**src/rtl/key_pkg.sv**
```systemverilog
// rtl/key_pkg.sv - shared types, default timing and width helpers for the key conditioner
package key_pkg;

  // Auto-repeat state per key
  typedef enum logic [1:0] {
    ST_IDLE   = 2'd0,
    ST_DELAY  = 2'd1,
    ST_REPEAT = 2'd2
  } key_state_e;

  // Default timing at 50 MHz
  localparam int DEB_10MS         = 500000;
  localparam int REP_DELAY_500MS  = 25000000;
  localparam int REP_PERIOD_100MS = 5000000;

  // Counter width able to hold 0..n-1, never narrower than one bit
  function automatic int cnt_width(input int n);
    return (n > 1) ? $clog2(n) : 1;
  endfunction

  function automatic int max_int(input int a, input int b);
    return (a > b) ? a : b;
  endfunction

endpackage

```
**src/rtl/key_channel.sv**
```systemverilog
// rtl/key_channel.sv - one pushbutton: synchronizer, debouncer, edge pulses, auto-repeat
module key_channel
  import key_pkg::*;
#(
  parameter int DEBOUNCE_CYCLES = DEB_10MS,
  parameter int REPEAT_DELAY    = REP_DELAY_500MS,
  parameter int REPEAT_PERIOD   = REP_PERIOD_100MS,
  parameter bit REPEAT_EN       = 1'b1
) (
  input  logic i_clk,
  input  logic i_rst_n,
  input  logic i_key,
  output logic o_level,
  output logic o_press,
  output logic o_release,
  output logic o_repeat,
  output logic o_event_nxt
);

  localparam int DCW = cnt_width(DEBOUNCE_CYCLES);
  localparam int RCW = cnt_width(max_int(REPEAT_DELAY, REPEAT_PERIOD));

  logic             r_meta;
  logic             r_sync;
  logic             r_st;
  logic [DCW-1:0]   r_dc;
  logic             r_press;
  logic             r_release;
  logic             r_repeat;
  logic [RCW-1:0]   r_rc;
  key_state_e       r_state;

  logic w_s;
  logic w_accept;
  logic w_st_nxt;
  logic w_press_nxt;
  logic w_rel_nxt;
  logic w_rep_nxt;

  // Pin is active-low; inverted sample reads 1 while pressed
  assign w_s         = ~r_sync;
  assign w_accept    = (w_s != r_st) && (r_dc == DCW'(DEBOUNCE_CYCLES - 1));
  assign w_st_nxt    = w_accept ? w_s : r_st;
  assign w_press_nxt = w_accept && w_s;
  assign w_rel_nxt   = w_accept && !w_s;

  // Repeat terminal count is suppressed when the key is released in the same cycle
  assign w_rep_nxt = w_st_nxt &&
                     (((r_state == ST_DELAY) && REPEAT_EN &&
                       (r_rc == RCW'(REPEAT_DELAY - 1))) ||
                      ((r_state == ST_REPEAT) &&
                       (r_rc == RCW'(REPEAT_PERIOD - 1))));

  assign o_event_nxt = w_press_nxt || w_rep_nxt;

  // Two-flop synchronizer, resets to the released level
  always_ff @(posedge i_clk or negedge i_rst_n) begin
    if (!i_rst_n) begin
      r_meta <= 1'b1;
      r_sync <= 1'b1;
    end else begin
      r_meta <= i_key;
      r_sync <= r_meta;
    end
  end

  // Debouncer: a new level must hold DEBOUNCE_CYCLES consecutive samples
  always_ff @(posedge i_clk or negedge i_rst_n) begin
    if (!i_rst_n) begin
      r_st      <= 1'b0;
      r_dc      <= '0;
      r_press   <= 1'b0;
      r_release <= 1'b0;
    end else begin
      r_press   <= w_press_nxt;
      r_release <= w_rel_nxt;
      if (w_s == r_st) begin
        r_dc <= '0;
      end else if (w_accept) begin
        r_st <= w_s;
        r_dc <= '0;
      end else begin
        r_dc <= r_dc + 1'b1;
      end
    end
  end

  // Auto-repeat FSM, entered in the same cycle the press is accepted
  always_ff @(posedge i_clk or negedge i_rst_n) begin
    if (!i_rst_n) begin
      r_state  <= ST_IDLE;
      r_rc     <= '0;
      r_repeat <= 1'b0;
    end else begin
      r_repeat <= w_rep_nxt;
      case (r_state)
        ST_IDLE: begin
          if (w_press_nxt) begin
            r_state <= ST_DELAY;
            r_rc    <= '0;
          end
        end
        ST_DELAY: begin
          if (!w_st_nxt) begin
            r_state <= ST_IDLE;
            r_rc    <= '0;
          end else if (w_rep_nxt) begin
            r_state <= ST_REPEAT;
            r_rc    <= '0;
          end else if (REPEAT_EN) begin
            r_rc <= r_rc + 1'b1;
          end
        end
        ST_REPEAT: begin
          if (!w_st_nxt) begin
            r_state <= ST_IDLE;
            r_rc    <= '0;
          end else if (w_rep_nxt) begin
            r_rc <= '0;
          end else begin
            r_rc <= r_rc + 1'b1;
          end
        end
        default: begin
          r_state <= ST_IDLE;
          r_rc    <= '0;
        end
      endcase
    end
  end

  assign o_level   = r_st;
  assign o_press   = r_press;
  assign o_release = r_release;
  assign o_repeat  = r_repeat;

endmodule

```
**src/rtl/key_conditioner.sv**
```systemverilog
// rtl/key_conditioner.sv - debounced, edge-detected, auto-repeating pushbutton bank
module key_conditioner
  import key_pkg::*;
#(
  parameter int               NKEYS           = 4,
  parameter int               DEBOUNCE_CYCLES = DEB_10MS,
  parameter int               REPEAT_DELAY    = REP_DELAY_500MS,
  parameter int               REPEAT_PERIOD   = REP_PERIOD_100MS,
  parameter logic [NKEYS-1:0] REPEAT_MASK     = 4'b0011
) (
  input  logic             iCLK_50,
  input  logic             iRST_N,
  input  logic [NKEYS-1:0] iKEY,
  output logic [NKEYS-1:0] oKEY_LEVEL,
  output logic [NKEYS-1:0] oKEY_PRESS,
  output logic [NKEYS-1:0] oKEY_RELEASE,
  output logic [NKEYS-1:0] oKEY_REPEAT,
  output logic             oKEY_EVENT
);

  logic [NKEYS-1:0] w_event_nxt;
  logic             r_event;

  for (genvar gi = 0; gi < NKEYS; gi++) begin : g_key
    key_channel #(
      .DEBOUNCE_CYCLES (DEBOUNCE_CYCLES),
      .REPEAT_DELAY    (REPEAT_DELAY),
      .REPEAT_PERIOD   (REPEAT_PERIOD),
      .REPEAT_EN       (REPEAT_MASK[gi])
    ) u_channel (
      .i_clk       (iCLK_50),
      .i_rst_n     (iRST_N),
      .i_key       (iKEY[gi]),
      .o_level     (oKEY_LEVEL[gi]),
      .o_press     (oKEY_PRESS[gi]),
      .o_release   (oKEY_RELEASE[gi]),
      .o_repeat    (oKEY_REPEAT[gi]),
      .o_event_nxt (w_event_nxt[gi])
    );
  end

  // Event register built from next-cycle pulses so it lines up with them
  always_ff @(posedge iCLK_50 or negedge iRST_N) begin
    if (!iRST_N) begin
      r_event <= 1'b0;
    end else begin
      r_event <= |w_event_nxt;
    end
  end

  assign oKEY_EVENT = r_event;

endmodule

```
**config.mk**
```make
export PLATFORM = sky130hd
export DESIGN_NAME = key_conditioner
export DESIGN_NICKNAME = d
export VERILOG_FILES = /design/src/rtl/key_pkg.sv /design/src/rtl/key_channel.sv /design/src/rtl/key_conditioner.sv
export SDC_FILE = /design/constraint.sdc
export NUM_CORES = 1
export LEC_CHECK = 0
export ABC_AREA = 1
export BUFFER_PORTS_ARGS = -buffer_cell sky130_fd_sc_hd__buf_4
export CAP_MARGIN = 20
export CORE_MARGIN = 4
export CORE_UTILIZATION = 53
export DETAILED_ROUTE_END_ITERATION = 8
export GPL_TIMING_DRIVEN = 0
export PLACE_DENSITY = 0.69
export SKIP_LAST_GASP = 1
export SYNTH_ARGS = -nofsm -noshare
export SYNTH_HDL_FRONTEND = slang
export SYNTH_SLANG_ARGS = --single-unit
```
**constraint.sdc**
```tcl
create_clock -name iCLK_50 -period 3.1 [get_ports iCLK_50]
set_input_delay 0.62 -clock iCLK_50 [delete_from_list [all_inputs] [get_ports iCLK_50]]
set_output_delay 0.62 -clock iCLK_50 [all_outputs]
set_load 0.05 [all_outputs]
```
# Word level (Yosys, flattened, before mapping)
# Index checks and enable logic that the tools add are counted.
[word_totals] input_bits=6 register_bits=209 word_cells=180 output_inout_bits=17
[op_classes] mux=52 n_addsub=8 eq_ne=38 n_reduce_logical=41 bitwise=4
[ops] cell="$mux 25" count=16
[ops] cell="$mux 19" count=8
[ops] cell="$pmux 25 s3" count=2
[ops] cell="$add 25x1->25 const B" count=4
[ops] cell="$eq 25x23->1 const B" count=4
[ops] cell="$pmux 25 s2" count=2
[ops] cell="$add 19x1->19 const B" count=4
[ops] cell="$eq 19x19->1 const B" count=4
[ops] cell="$eq 25x25->1 const B" count=2
[ops] cell="$mux 2" count=16
[ops] cell="$pmux 2 s3" count=4
[ops] cell="$logic_and 1x1->1" count=22
[ops] cell="$ne 3x3->1 const B" count=4
[ops] cell="$reduce_and 3->1" count=4
[ops] cell="$eq 2x1->1 const B" count=4
[ops] cell="$eq 2x2->1 const B" count=4
[ops] cell="$logic_not 2->1" count=4
[ops] cell="$ne 2x1->1 const B" count=4
[ops] cell="$ne 2x2->1 const B" count=4
[ops] cell="$logic_or 1x1->1" count=6
[ops] cell="$eq 1x1->1" count=4
[ops] cell="$mux 1" count=4
[ops] cell="$ne 1x1->1" count=4
[ops] cell="$not 1->1" count=4
[ops] cell="3 further kinds" count=5

# Depth between registers and ports, before layout
[depth] ltp_word=8 mapped_depth=13

# By module
# Synthesis repeated with hierarchy kept, for this count alone.
[unflattened] hier_cells=1753 area_unflattened_um2=12934.9
[by_module_without_submodules] module="key_channel at g_key[0].u_channel ..." area_each_um2=3166.8 cells_per_inst=428 seq_area_each_um2=1303.8 n_inst=2
[by_module_without_submodules] module="key_channel at g_key[2].u_channel" area_each_um2=3311.9 cells_per_inst=448 seq_area_each_um2=1303.8 n_inst=1
[by_module_without_submodules] module="key_channel at g_key[3].u_channel" area_each_um2=3253.1 cells_per_inst=445 seq_area_each_um2=1303.8 n_inst=1
[by_module_without_submodules] module="key_conditioner" area_each_um2=36.3 cells_per_inst=4 seq_area_each_um2=25.0 n_inst=1

# Worst setup path before layout
# OpenSTA, ideal clock, no wires.
[synth_path] path_type="reg2reg" start="reg g_key[2].u_channel.r_dc[0]" end="reg g_key[2].u_channel.r_rc[4]" path_stages_with_launch=14 t_arrival_ps=1592 slack_ps=1386 setup_ps=122 t_required_ps=2978 path_cell_list="dfrtp_1 -> ha_1 -> nand2_2 -> nor2_4 -> inv_2 -> nor2_4 -> nand2_1 -> nand2_2 -> nand2_4 -> nand3_4 -> nand2_4 -> buf_6 -> nand2_1 -> nand2_1"
[synth_via] elab_chain_len=7 word_cells_on_any_way=12 classes_between="3 x eq/ne; 5 x mux; 4 x reduce/logical"
[synth_lines] item="from (decl)" line="key_channel.sv:26" rtl="logic [DCW-1:0] r_dc;"
[synth_lines] item="from (signal assigned)" line="key_channel.sv:83" rtl="r_dc <= r_dc + 1'b1;"
[synth_lines] item="$eq 19x19->1 (*)" line="key_channel.sv:42" rtl="assign w_accept = (w_s != r_st) && (r_dc == DCW'(DEBOUNCE_CYCLES - 1));"
[synth_lines] item="$logic_and 1x1->1 (*)" line="key_channel.sv:42"
[synth_lines] item="$mux 1" line="key_channel.sv:43" rtl="assign w_st_nxt = w_accept ? w_s : r_st;"
[synth_lines] item="$logic_and 1x1->1" line="key_channel.sv:48" rtl="assign w_rep_nxt = w_st_nxt &&"
[synth_lines] item="$mux 25" line="key_channel.sv:118" rtl="end else if (w_rep_nxt) begin"
[synth_lines] item="$mux 25" line="key_channel.sv:115" rtl="if (!w_st_nxt) begin"
[synth_lines] item="$pmux 25 s3" line="key_channel.sv:96" rtl="case (r_state)"
[synth_lines] item="to (signal assigned)" line="key_channel.sv:111" rtl="r_rc <= r_rc + 1'b1;"
[synth_lines] item="to (signal assigned)" line="key_channel.sv:121" rtl="r_rc <= r_rc + 1'b1;"
[synth_lines] item="to (decl)" line="key_channel.sv:30" rtl="logic [RCW-1:0] r_rc;"
# Every way passes the cells marked *; elsewhere a longest branch is shown, timed or not.
# A chain may end at the register's enable or synchronous reset.

# Final worst setup path
[layout_path] start="reg g_key[2].u_channel.r_rc[0]" end="reg g_key[2].u_channel.r_rc[14]"
[layout_via] elab_chain_len=6 word_cells_on_any_way=9 classes_between="1 x add/sub; 2 x eq/ne; 3 x mux; 3 x reduce/logical"
[layout_lines] item="parallel branches: the longest is 6 deep, another holds $add 25x1->25"
# Several ways; the timed one is not identified.

==> metrics.yaml <==
status:
  status: "complete, no violations"
global_route:
  grt_max_degree: 84
  grt.overflow.total: 0
  antenna_found_initial: 0
  grt_pass1_wl_um: 50600
  grt_usage_pct: 22.5
  grt_pass1_vias: 10600
routing:
  drc_errors: 0
  first_pass_iters: 5
  detail-route-antenna-nets: 0
  wl_um: 29100
  vias: 11200
  vias_per_cell: 5.22
  drt-wirelength-per-cell_um: 13.6
  first_iter_violations: 952
clocking:
  worst_skew_pair.late_latency_ps: 520
  cts_tree: "yes"
  clk_path_buf_depth: 3
  numClockSinks: 209
  h-tree-depth: 1
  cts_buffers: 25
  root_buffer: "clkbuf_16"
  cts_setup_buffers: 0
  clk_pin_slew_ps: 60
min_path:
  hold_start: "iKEY[1]"
  hold_end: "g_key[1].u_channel.r_meta$_DFF_PN1_"
  hp-class: "in -> reg"
  whs_path_depth: 1
synthesis:
  ys_ff_latch: 209
  async_reset_ff_share_pct: 100
  synth_edf_count: 0
  postSynthCellCount: 1754
  synth_area_sq_mm: 0.0127
  syn_nets: 1774
  yosys_warnings: 0
  seq_area_frac_synth_pct: 41.3
  ys.flop_type: "dfrtp_1"
  yosysUniqueCellTypes: 47
  syn_area_per_cell_sq_um: 7.23
critical_path:
  required_ps: 3500
  start_kind: "register"
  path_buf_inv: 3
  reg2reg_slack_ps: 890
  worstSetupPathDepth: 11
  path_cells: "ha_1 -> nand2_1 -> nor2_2 -> inv_1 -> nor2_2 -> nand3_1 -> nor2_1 -> inv_1 -> buf_2 -> nand3b_1 -> nand2_1"
  setup.worst_path.start: "g_key[2].u_channel.r_rc[0]$_DFFE_PN0P_"
  cp.arrival_ps: 2610
  rr_startpoint: "g_key[2].u_channel.r_rc[0]$_DFFE_PN0P_"
  crit_path_end_kind: "register"
  critPathKind: "reg -> reg"
  worstPathMaxFanout: 10
  r2r_cells: 11
  cpMaxStageDelayCell: "dfrtp_1"
  critPathMaxStageDelay_ps: 380
  cp_top_family: "simple AND/OR/NAND/NOR gates"
  r2r-end: "g_key[2].u_channel.r_rc[14]$_DFFE_PN0P_"
place:
  io_buffers: 22
  gp_congestion: 0.963
  dp_hpwl_um: 21300
sta:
  slew_headroom_pct: 48.6
  fmax_mhz: 453
  hold_viol: 0
  finalSetupViolations: 0
  period_minus_slack_ps: 2210
  slew_viol_final: 0
  tightest_slew_ps: 768
  rsz0062_at_grt: "false"
  period_share_pct: 71.2
  fin_skew_ps: 13.7
final_layout:
  register_area_sq_mm: 0.00524
  area_delta_synth_final_pct: 11.9
  fillers: 2189
  diodes: 0
  final_util_pct: 60.4
  final_layout_size_suffix_gt1_share_pct: 9.10
  multi_input_area_sq_mm: 0.00630
  nets: 1826
floorplanning:
  die_w_um: 163
  start_util_pct: 54.0
  io_pins: 23
  row_count: 56
  dieArea_sq_mm: 0.0265
  core-area_sq_mm: 0.0235
  die_h_um: 163
flow_run:
  maxCapViolCount: 0
power_and_ir_drop:
  power_uw: 5930
  p_leak_uw: 0.00679
  powerDensity_mw_per_mm2: 418
  ir_drop_v: 0.000337
where the power goes:
group / internal (uW) / switching (uW) / leakage (uW)
Clock: 1880 / 1160 / 0.000436
Combinational: 30.6 / 90.4 / 0.00347
Sequential: 2750 / 16.5 / 0.00288
Total: 4660 / 1270 / 0.00679
sequential cells by signal, summed over array words and instances, names as in the netlist:
register and count:
g_key.u_channel.r_sync 4, g_key.u_channel.r_meta 4, g_key.u_channel.r_dc 76, g_key.u_channel.r_state 8
g_key.u_channel.o_release 4, g_key.u_channel.o_repeat 4, g_key.u_channel.o_press 4, g_key.u_channel.r_rc 100
oKEY_EVENT 1, g_key.u_channel.o_level 4
kinds of logic after synthesis:
group | Yosys count | share of synthesized area, %
flops | 209 | 41.3
fa+ha+maj | 14 | 1.38
simple gates | 1102 | 38.8
xor+xnor | 84 | 5.80
buf+inv | 268 | 9.04
mux | 1 | 0.0789
compound gates | 76 | 3.59
worst max-delay path by stage:
stage                                                    to
CTS                  g_key[3].u_channel.r_rc[6]$_DFFE_PN0P_
detailed placement   g_key[3].u_channel.r_rc[6]$_DFFE_PN0P_
floorplan            g_key[2].u_channel.r_rc[4]$_DFFE_PN0P_
finish              g_key[2].u_channel.r_rc[14]$_DFFE_PN0P_
global placement       g_key[2].u_channel.r_dc[1]$_DFF_PN0_
global route         g_key[3].u_channel.r_rc[6]$_DFFE_PN0P_
routing by layer:
layer | up-vias | part of all wire, % | GRT usage [%]
met4 | 0 | 2.1 | 5.68
li1 | 5697 | - | -
met5 | - | 0 | 0
met3 | 52 | 4.5 | 2.86
met1 | 5203 | 50 | 33.8
met2 | 240 | 44 | 34.9
final cells by class:
| class | count | area share [%] |
|---|---|---|
| multi-input cells | 1277 | 44.4 |
| repair buffers | 25 | 1.68 |
| well taps | 319 | 2.81 |
| inverters | 219 | 5.79 |
| flip-flops and latches | 209 | 36.9 |
| plain buffers | 49 | 2.28 |
| clock buffers | 38 | 5.46 |
| clock inverters | 8 | 0.661 |
cell usage after synthesis (7+ instances only):
library cell	number	area, sq um
nand2_1	463	1740
nor2_1	265	995
inv_1	214	803
dfrtp_1	201	5030
nand3_1	166	831
xor2_1	69	604
nor3_1	68	340
nand4_1	65	407
o21ai_0	31	155
buf_4	22	165
a21oi_1	21	105
xnor2_1	15	131
ha_1	14	175
nand3b_1	13	97.6
clkbuf_1	11	41.3
nor2_2	11	68.8
buf_2	10	50.1
nor4_1	10	62.6
dfstp_2	8	210
nand2_2	8	50.1
nand3_2	7	70.1
metrics by stage:
| step | worst slack, ps | TNS [ps] | instance area [sq um] | hold WS [ps] | instances |
|---|---|---|---|---|---|
| 3_3_place_gp | -126 | -21080 | 13200 | 345 | 2095 |
| 2_1_floorplan | 1390 | 0 | 12700 | 324 | 1754 |
| 6_report | 893 | 0 | 14200 | 202 | 2144 |
| 4_1_cts | 896 | 0 | 14200 | 177 | 2144 |
| 3_5_place_dp | 942 | 0 | 13300 | 348 | 2097 |
| 5_1_grt | 604 | 0 | 14200 | 182 | 2144 |
cell usage in the layout, fill, tap and decap left out, drive strengths merged, types with 6 or more instances in the layout:
master | synthesis | final
a21oi | 23 | 23
buf | 38 | 62
clkbuf | 11 | 49
clkinv | 1 | 6
dfrtp | 201 | 201
dfstp | 8 | 8
ha | 14 | 14
inv | 218 | 219
nand2 | 475 | 475
nand3 | 174 | 174
nand3b | 13 | 13
nand4 | 65 | 65
nor2 | 279 | 279
nor3 | 73 | 73
nor3b | 6 | 6
nor4 | 11 | 11
o21ai | 33 | 33
o21bai | 6 | 6
xnor2 | 15 | 15
xor2 | 69 | 69
what timing repair did:
item                       CTS  global route
hold endpoints to repair     5             0
hold buffers                 1             0
gates resized for setup      0             0
setup endpoints to repair    0             0
Note: power is estimated with default switching activity, not from simulation.
